## src/rtl/pc_sequencer.sv

```systemverilog
// Next-PC sequencer: picks trap / EX branch / ID jump / pc+4, stalls Pc and flushes the pipeline.
// Optional perf counters are built when PC_SEQ_PERF_CNT_EN is defined.
module pc_sequencer #(
  parameter logic [31:0] RESET_PC = 32'h0000_0000,
  parameter logic [31:0] TRAP_VEC = 32'h0000_0008
) (
  input  logic        clock,
  input  logic        reset_n,
  input  logic [31:0] pc,
  input  logic        id_shouldStall,
  input  logic        id_jump,
  input  logic [31:0] id_jumpTarget,
  input  logic        ex_branchTaken,
  input  logic [31:0] ex_branchTarget,
  input  logic        trap,
  input  logic        imem_ready,
  output logic        imem_req,
  output logic [31:0] nextPc,
  output logic        pc_stall,
  output logic        if_flush,
  output logic        id_flush,
  output logic [31:0] stall_cycles,
  output logic [31:0] redirect_count
);

  typedef enum logic [1:0] {
    BOOT = 2'd0,
    RUN  = 2'd1,
    WAIT = 2'd2,
    PEND = 2'd3
  } state_t;

  state_t      state;
  state_t      state_next;
  logic [31:0] pend_pc;
  logic [31:0] pend_pc_next;
  logic [1:0]  pend_prio;
  logic [1:0]  pend_prio_next;

  logic        redir;
  logic [1:0]  prio;
  logic [31:0] tgt;
  logic [31:0] seq;
  logic        take_new;
  logic [31:0] pend_eff_pc;
  logic [1:0]  pend_eff_prio;

  // Winning redirect: trap beats EX branch beats ID jump.
  always_comb begin
    prio = 2'd0;
    tgt  = id_jumpTarget;
    if (trap) begin
      prio = 2'd3;
      tgt  = TRAP_VEC;
    end else if (ex_branchTaken) begin
      prio = 2'd2;
      tgt  = ex_branchTarget;
    end else if (id_jump) begin
      prio = 2'd1;
      tgt  = id_jumpTarget;
    end
  end

  assign redir = trap | ex_branchTaken | id_jump;
  assign seq   = pc + 32'd4;

  // Equal priority replaces the held target so the youngest redirect of that class wins.
  assign take_new      = redir && (prio >= pend_prio);
  assign pend_eff_pc   = take_new ? tgt  : pend_pc;
  assign pend_eff_prio = take_new ? prio : pend_prio;

  always_comb begin
    state_next     = state;
    pend_pc_next   = pend_pc;
    pend_prio_next = pend_prio;
    nextPc         = pc;
    pc_stall       = 1'b0;
    imem_req       = 1'b1;
    if_flush       = 1'b0;
    id_flush       = 1'b0;

    if (state != BOOT && redir) begin
      if_flush = 1'b1;
      id_flush = trap | ex_branchTaken;
    end

    case (state)
      BOOT: begin
        nextPc     = RESET_PC;
        imem_req   = 1'b0;
        if_flush   = 1'b1;
        id_flush   = 1'b1;
        state_next = RUN;
      end

      RUN: begin
        if (redir) begin
          if (imem_ready) begin
            nextPc = tgt;
          end else begin
            pend_pc_next   = tgt;
            pend_prio_next = prio;
            pc_stall       = 1'b1;
            state_next     = PEND;
          end
        end else if (id_shouldStall) begin
          pc_stall = 1'b1;
        end else if (!imem_ready) begin
          pc_stall   = 1'b1;
          state_next = WAIT;
        end else begin
          nextPc = seq;
        end
      end

      WAIT: begin
        if (redir) begin
          if (imem_ready) begin
            nextPc     = tgt;
            state_next = RUN;
          end else begin
            pend_pc_next   = tgt;
            pend_prio_next = prio;
            pc_stall       = 1'b1;
            state_next     = PEND;
          end
        end else if (imem_ready) begin
          nextPc     = seq;
          pc_stall   = id_shouldStall;
          state_next = RUN;
        end else begin
          pc_stall = 1'b1;
        end
      end

      PEND: begin
        if (imem_ready) begin
          nextPc         = pend_eff_pc;
          pend_prio_next = 2'd0;
          state_next     = RUN;
        end else begin
          pc_stall       = 1'b1;
          pend_pc_next   = pend_eff_pc;
          pend_prio_next = pend_eff_prio;
        end
      end

      default: begin
        state_next = BOOT;
      end
    endcase
  end

  always_ff @(posedge clock or negedge reset_n) begin
    if (!reset_n) begin
      state     <= BOOT;
      pend_pc   <= RESET_PC;
      pend_prio <= 2'd0;
    end else begin
      state     <= state_next;
      pend_pc   <= pend_pc_next;
      pend_prio <= pend_prio_next;
    end
  end

`ifdef PC_SEQ_PERF_CNT_EN
  logic [31:0] stall_cnt;
  logic [31:0] redir_cnt;

  // Counters wrap naturally and are cleared only by reset.
  always_ff @(posedge clock or negedge reset_n) begin
    if (!reset_n) begin
      stall_cnt <= 32'h0;
      redir_cnt <= 32'h0;
    end else begin
      if (state != BOOT && pc_stall) begin
        stall_cnt <= stall_cnt + 32'd1;
      end
      if (state != BOOT && redir) begin
        redir_cnt <= redir_cnt + 32'd1;
      end
    end
  end

  assign stall_cycles   = stall_cnt;
  assign redirect_count = redir_cnt;
`else
  assign stall_cycles   = 32'h0;
  assign redirect_count = 32'h0;
`endif

endmodule

```

## config.mk

```make
export PLATFORM = sky130hd
export DESIGN_NAME = pc_sequencer
export DESIGN_NICKNAME = d
export VERILOG_FILES = /design/src/rtl/pc_sequencer.sv
export SDC_FILE = /design/constraint.sdc
export NUM_CORES = 1
export LEC_CHECK = 0
export ABC_AREA = 0
export BUFFER_PORTS_ARGS = -buffer_cell sky130_fd_sc_hd__buf_4
export CAP_MARGIN = 0
export CORE_AREA = 2 2 125 127
export DETAILED_ROUTE_END_ITERATION = 6
export DIE_AREA = 0 0 127 129
export SYNTH_ARGS = -nofsm -noshare
export SYNTH_HDL_FRONTEND = slang
export SYNTH_SLANG_ARGS = --single-unit
```

## constraint.sdc

```tcl
create_clock -name clock -period 4 [get_ports clock]
set_clock_uncertainty 0.1 [all_clocks]
set_input_delay 0.8 -clock clock [delete_from_list [all_inputs] [get_ports clock]]
set_output_delay 0.8 -clock clock [all_outputs]
set_load 0.1 [all_outputs]
```

=== After elaboration in Yosys (flattened, before gate mapping) ===
Index checks and enable logic that the tools add are counted.

* Flip-flop bits (word level): 36
* Output and inout port bits: 100
* Bits of input ports: 103

* $lt $le $gt $ge: 1
* Bitwise operators: 2
* Reduce and logical (&&, ||, !) cells: 9
* $add $sub $neg: 1
* Muxes and demuxes: 41
* Equality and inequality tests: 9

{| class="wikitable"
|+ Operator list
! kind !! count
|-
| $mux W32 || 12
|-
| $pmux W32 S4 || 1
|-
| $pmux W32 S2 || 1
|-
| $add A32 B3 Y32 const B || 1
|-
| $mux W2 || 13
|-
| $mux W1 || 11
|-
| $pmux W2 S4 || 1
|-
| $reduce_and A4 Y1 || 2
|-
| $ne A2 B2 Y1 const B || 3
|-
| $ne A3 B3 Y1 const B || 2
|-
| $eq A2 B2 Y1 const B || 2
|-
| $pmux W2 S2 || 1
|-
| $reduce_bool A2 Y1 || 2
|-
| $pmux W1 S3 || 1
|-
| $eq A2 B1 Y1 const B || 1
|-
| $ge A2 B2 Y1 || 1
|-
| $logic_and A1 B1 Y1 || 2
|-
| $logic_not A2 Y1 || 1
|-
| $ne A2 B1 Y1 const B || 1
|-
| $or A1 B1 Y1 || 2
|-
| $reduce_and A2 Y1 || 1
|-
| $reduce_or A2 Y1 || 1
|}

=== Logic depth before layout (Yosys ltp) ===
* Word-level depth: 8
* Depth in mapped cells: 13
* Depth with buffers taken out: 8

=== Worst setup path after synthesis ===
OpenSTA, ideal clock, no wires.

* Kind: input port to output port
* From: input port ex_branchTaken
* To: output port nextPc[19]
* Cell stages on the path: 12
* Required time: 3.100 ns
* Arrival time: 5.207 ns
* Slack: -2.107 ns
* Path through: buf_2 -> buf_2 -> buf_2 -> or2_2 -> ha_1 -> or2_2 -> nand3_1 -> buf_2 -> nand2_1 -> o211ai_1 -> o211ai_1 -> a221oi_1

* Cells in the longest elaborated chain, start to end: 7
* Elaborated cells on any way between the ends: 14
* Those cells by class: order compare (1); mux (10); bitwise (2); reduce/logical (1)

{| class="wikitable"
|+ RTL lines
! element !! line !! RTL
|-
| from (decl) || 13 || <nowiki>input logic ex_branchTaken,</nowiki>
|-
| $mux W2 || 55 || <nowiki>end else if (ex_branchTaken) begin</nowiki>
|-
| $mux W2 || 52 || <nowiki>if (trap) begin</nowiki>
|-
| $ge A2 B2 Y1 || 68 || <nowiki>assign take_new = redir && (prio >= pend_prio);</nowiki>
|-
| $logic_and A1 B1 Y1 || 68 ||
|-
| $mux W32 || 69 || <nowiki>assign pend_eff_pc = take_new ? tgt : pend_pc;</nowiki>
|-
| $mux W32 || 137 || <nowiki>if (imem_ready) begin</nowiki>
|-
| $pmux W32 S4 * || 87 || <nowiki>case (state)</nowiki>
|-
| to (decl) || 18 || <nowiki>output logic [31:0] nextPc,</nowiki>
|}

Mark *: on every way between the ends. The rest lies on a longest branch, timed or not.

=== Worst setup path in the final report ===
* From: input port trap
* To: output port nextPc[6]

* Cells in the longest elaborated chain, start to end: 6
* Elaborated cells on any way between the ends: 12
* Those cells by class: order compare (1); mux (8); bitwise (2); reduce/logical (1)

{| class="wikitable"
|+ RTL lines
! element !! line !! RTL
|-
| from (decl) || 15 || <nowiki>input logic trap,</nowiki>
|-
| $mux W2 / $or A1 B1 Y1 (equally long branches) || 52, 64 ||
|-
| $ge A2 B2 Y1 / $or A1 B1 Y1 (equally long branches) || 68, 64 ||
|-
| $logic_and A1 B1 Y1 || 68 ||
|-
| $mux W32 || 69 ||
|-
| $mux W32 || 137 ||
|-
| $pmux W32 S4 * || 87 ||
|}

Marked as above.

==> run metrics <==
die width=127 um; worst flop-to-flop path startpoint=state[0]$_DFFE_PN0P_; Hold Crit Class=in -> async; Cell variety after synth=68; initial antenna violation count=0; first-pass GRT wire length=29,800 um; WL final=19,500 um; Port Buf Inserts=138; Worst-Margin Slew=699 ps; nature of the critical path startpoint=input port; CTS Sinks=36; ys flop type=dfrtp_1; Core Footprint=0.0150 mm^2; CTS tree=built; Gate Count Post-Synth=724; CTS H-Tree Depth=2; Cell Area, Synth=0.00513 mm^2; async set or reset register ratio after synthesis=1.00; warnings from Yosys=0; full die area=0.0164 mm^2; Final Instance Area=0.00707 mm^2; Final Core Density=0.472; total grt overflow=0; DP Cell Count=1,049; status=finished, final reports clean; Die H=129 um; LEAKAGE=3.17 nW; total chip power=5.95 mW; CP Data Arrival Time=3030 ps; max-slew violations=0; Sum Neg Setup Slack=0 ps; PwrDens=840 mW/mm^2; Max stage delay on crit path=310 ps; critical path, cell by cell=buf_4, or2_4, ha_4, nand4bb_2, and3_4, mux2_4, a221o_1, o21ai_1, a31oi_4, buf_4; initial core utilization=0.343; critical path data required time=3100 ps; WL/cell=18.4 um; flop-to-flop setup slack=1460 ps; ANT nets after route=0; Area Growth Syn to Fin=37.8%; pin count of the biggest net entering global routing=66; Longest Clk Path Bufs=2; Fin. Hold Viols=0; n_diodes=0; pre-CTS setup slack=37.7 ps; Final WS setup=72.3 ps; Inserted Clock Buffers=5; initial drt markers=590; sequential element share of the synthesized area=0.175; Reg2Reg Depth=5; Reg clk slew, reported paths=60 ps; f_max=255 MHz; drt first pass iters=7; CP Capture Type=output pin; hpwl dp=15,200 um; Rows=45; Worst slew margin=0.534; Worst path most repeated cell=buf_4; Final Critical Period=3930 ps; routability cong.=0.920; peak supply drop=477 uV; vias=5,900; Remaining DRCs=0; final net count=983; share of layout cells above drive strength 1=0.333; vias in the first global route=5,273; CP max-delay cell=nand4bb_2; Avg Inst Size Synth=7.09 um^2; DR vias/cell=5.55; max-cap viol count=0; top cell family by delay on the critical path=simple AND/OR/NAND/NOR gates; Non-Filler Instances=1,063; crit-path max FO=7; FF+latch count, synth=36; Final period util=0.982; # setup viols final=0; r2r endpoint=pend_pc[8]$_DFFE_PN0P_; Clk Tree Root Cell=clkbuf_16; Crit Path Category=in -> out; EDFF count, synth=0; GRT Total Usage=0.232; io pins=203; clock latency at the later pin of the worst-skew pair=290 ps; CP bufs+invs=2; Area after DPL=0.00683 mm^2; hold_ws=371 ps
## kinds of logic (layout without fill, tap and decap cells)
logic type	count (synthesis)	in the layout	synth area share
DFF	36	36	0.175
AOI/OAI and AO/OA	193	193	0.249
muxes	69	69	0.144
and+or+nand+nor	277	278	0.249
buffers and inverters	132	219	0.151
xor gates and xnor gates	10	10	0.0171
adders and majority gates	6	6	0.0146
other	1	64	0.000730
## how the worst max path moves through the flow
stage | start | endpoint | slack [ps] | depth (start not counted)
final | trap | nextPc[6] | 70 | 10
after global routing | trap | nextPc[19] | -4 | 10
after CTS | trap | nextPc[6] | 30 | 10
after detailed placement | trap | nextPc[6] | 40 | 10
after global placement | trap | nextPc[6] | 70 | 10
after floorplan | ex_branchTaken | nextPc[21] | -340 | 13
## worst register-to-register path: cells and delay by family (launching register included)
family | cells | cell delay (ps)
flops | 1 | 430
simple gates | 1 | 340
compound gates | 1 | 290
fa+ha+maj | 1 | 640
mux | 1 | 370
buf+inv | 1 | 250
## cells in the mapped netlist (all sizes together) (2+ instances only)
| cell type | count | share of area |
|---|---|---|
| nor3 | 18 | 0.019 |
| xnor2 | 7 | 0.012 |
| a21oi | 33 | 0.032 |
| inv | 11 | 0.0080 |
| and4 | 3 | 0.0051 |
| o21ai | 54 | 0.053 |
| mux2 | 31 | 0.069 |
| and2 | 4 | 0.0049 |
| a31oi | 9 | 0.011 |
| clkbuf | 30 | 0.022 |
| nor2 | 71 | 0.052 |
| a21boi | 2 | 0.0029 |
| nand4 | 12 | 0.015 |
| a31o | 2 | 0.0034 |
| xor2 | 3 | 0.0051 |
| nor2b | 6 | 0.0073 |
| mux2i | 38 | 0.074 |
| o2111ai | 3 | 0.0051 |
| a221o | 3 | 0.0058 |
| and3 | 5 | 0.0071 |
| or2 | 9 | 0.011 |
| ha | 6 | 0.015 |
| a311o | 2 | 0.0039 |
| o221ai | 12 | 0.020 |
| a22oi | 2 | 0.0029 |
| a211o | 4 | 0.0068 |
| a221oi | 9 | 0.015 |
| o211ai | 9 | 0.013 |
| buf | 89 | 0.12 |
| nand2 | 98 | 0.072 |
| o22ai | 15 | 0.018 |
| a22o | 3 | 0.0051 |
| o31ai | 5 | 0.0073 |
| o2bb2ai | 2 | 0.0034 |
| a41o | 2 | 0.0039 |
| a211oi | 10 | 0.015 |
| o22a | 2 | 0.0034 |
| or3 | 4 | 0.0049 |
| nand2b | 5 | 0.0061 |
| dfrtp | 36 | 0.18 |
| nand3 | 35 | 0.034 |
| clkinv | 2 | 0.0015 |
## sequential cells by signal, summed over array words and instances, names as in the netlist
signal and count:
state 2, pend_prio 2, pend_pc 32
## metal layers
| metal | track usage | wire (um) |
|---|---|---|
| met1 | 0.341 | 8800 |
| met2 | 0.349 | 8460 |
| met3 | 0.0324 | 1750 |
| met4 | 0.0776 | 507 |
| met5 | 0 | 0 |
## cell usage in the layout, fill, tap and decap left out, drive strengths merged, types with 3 or more instances in the layout
master,count
clkinv,3
a221o,3
and4,3
xnor2,7
conb,64
or3,4
dfrtp,36
and3,6
a22o,3
buf,198
o21ai,54
a211oi,10
or2,9
nand2b,5
clkbuf,6
nor2b,6
a211o,4
nand4,12
o31ai,5
nor2,71
mux2,31
nand3,35
o211ai,9
inv,11
nand2,98
o22ai,15
nor3,18
mux2i,38
a31oi,9
a221oi,9
and2,4
o2111ai,3
a21oi,33
o221ai,12
xor2,3
ha,6
## where the power goes
| part | leakage, nW | total (mW) | internal, mW | switching (mW) |
|---|---|---|---|---|
| Clock | 0.0671 | 0.398 | 0.232 | 0.165 |
| Combinational | 2.65 | 4.95 | 1.52 | 3.43 |
| Sequential | 0.458 | 0.601 | 0.512 | 0.0886 |
| Total | 3.17 | 5.95 | 2.26 | 3.68 |
## cell type report
cell class	count	area, um^2
clock buffers	6	129
clock inverters	2	16.3
fillers	1539	7900
inverters	13	48.8
multi-input cells	620	4170
flip-flops and latches	36	901
well taps	188	235
repair buffers	198	1570
## what timing repair did
item | CTS | global route
buffers inserted | 0 | 5
endpoints found under the setup margin | 0 | 10
resized for setup | 0 | 10
hold buffers | 0 | 0
No activity file was read; power rests on OpenSTA's default activity.
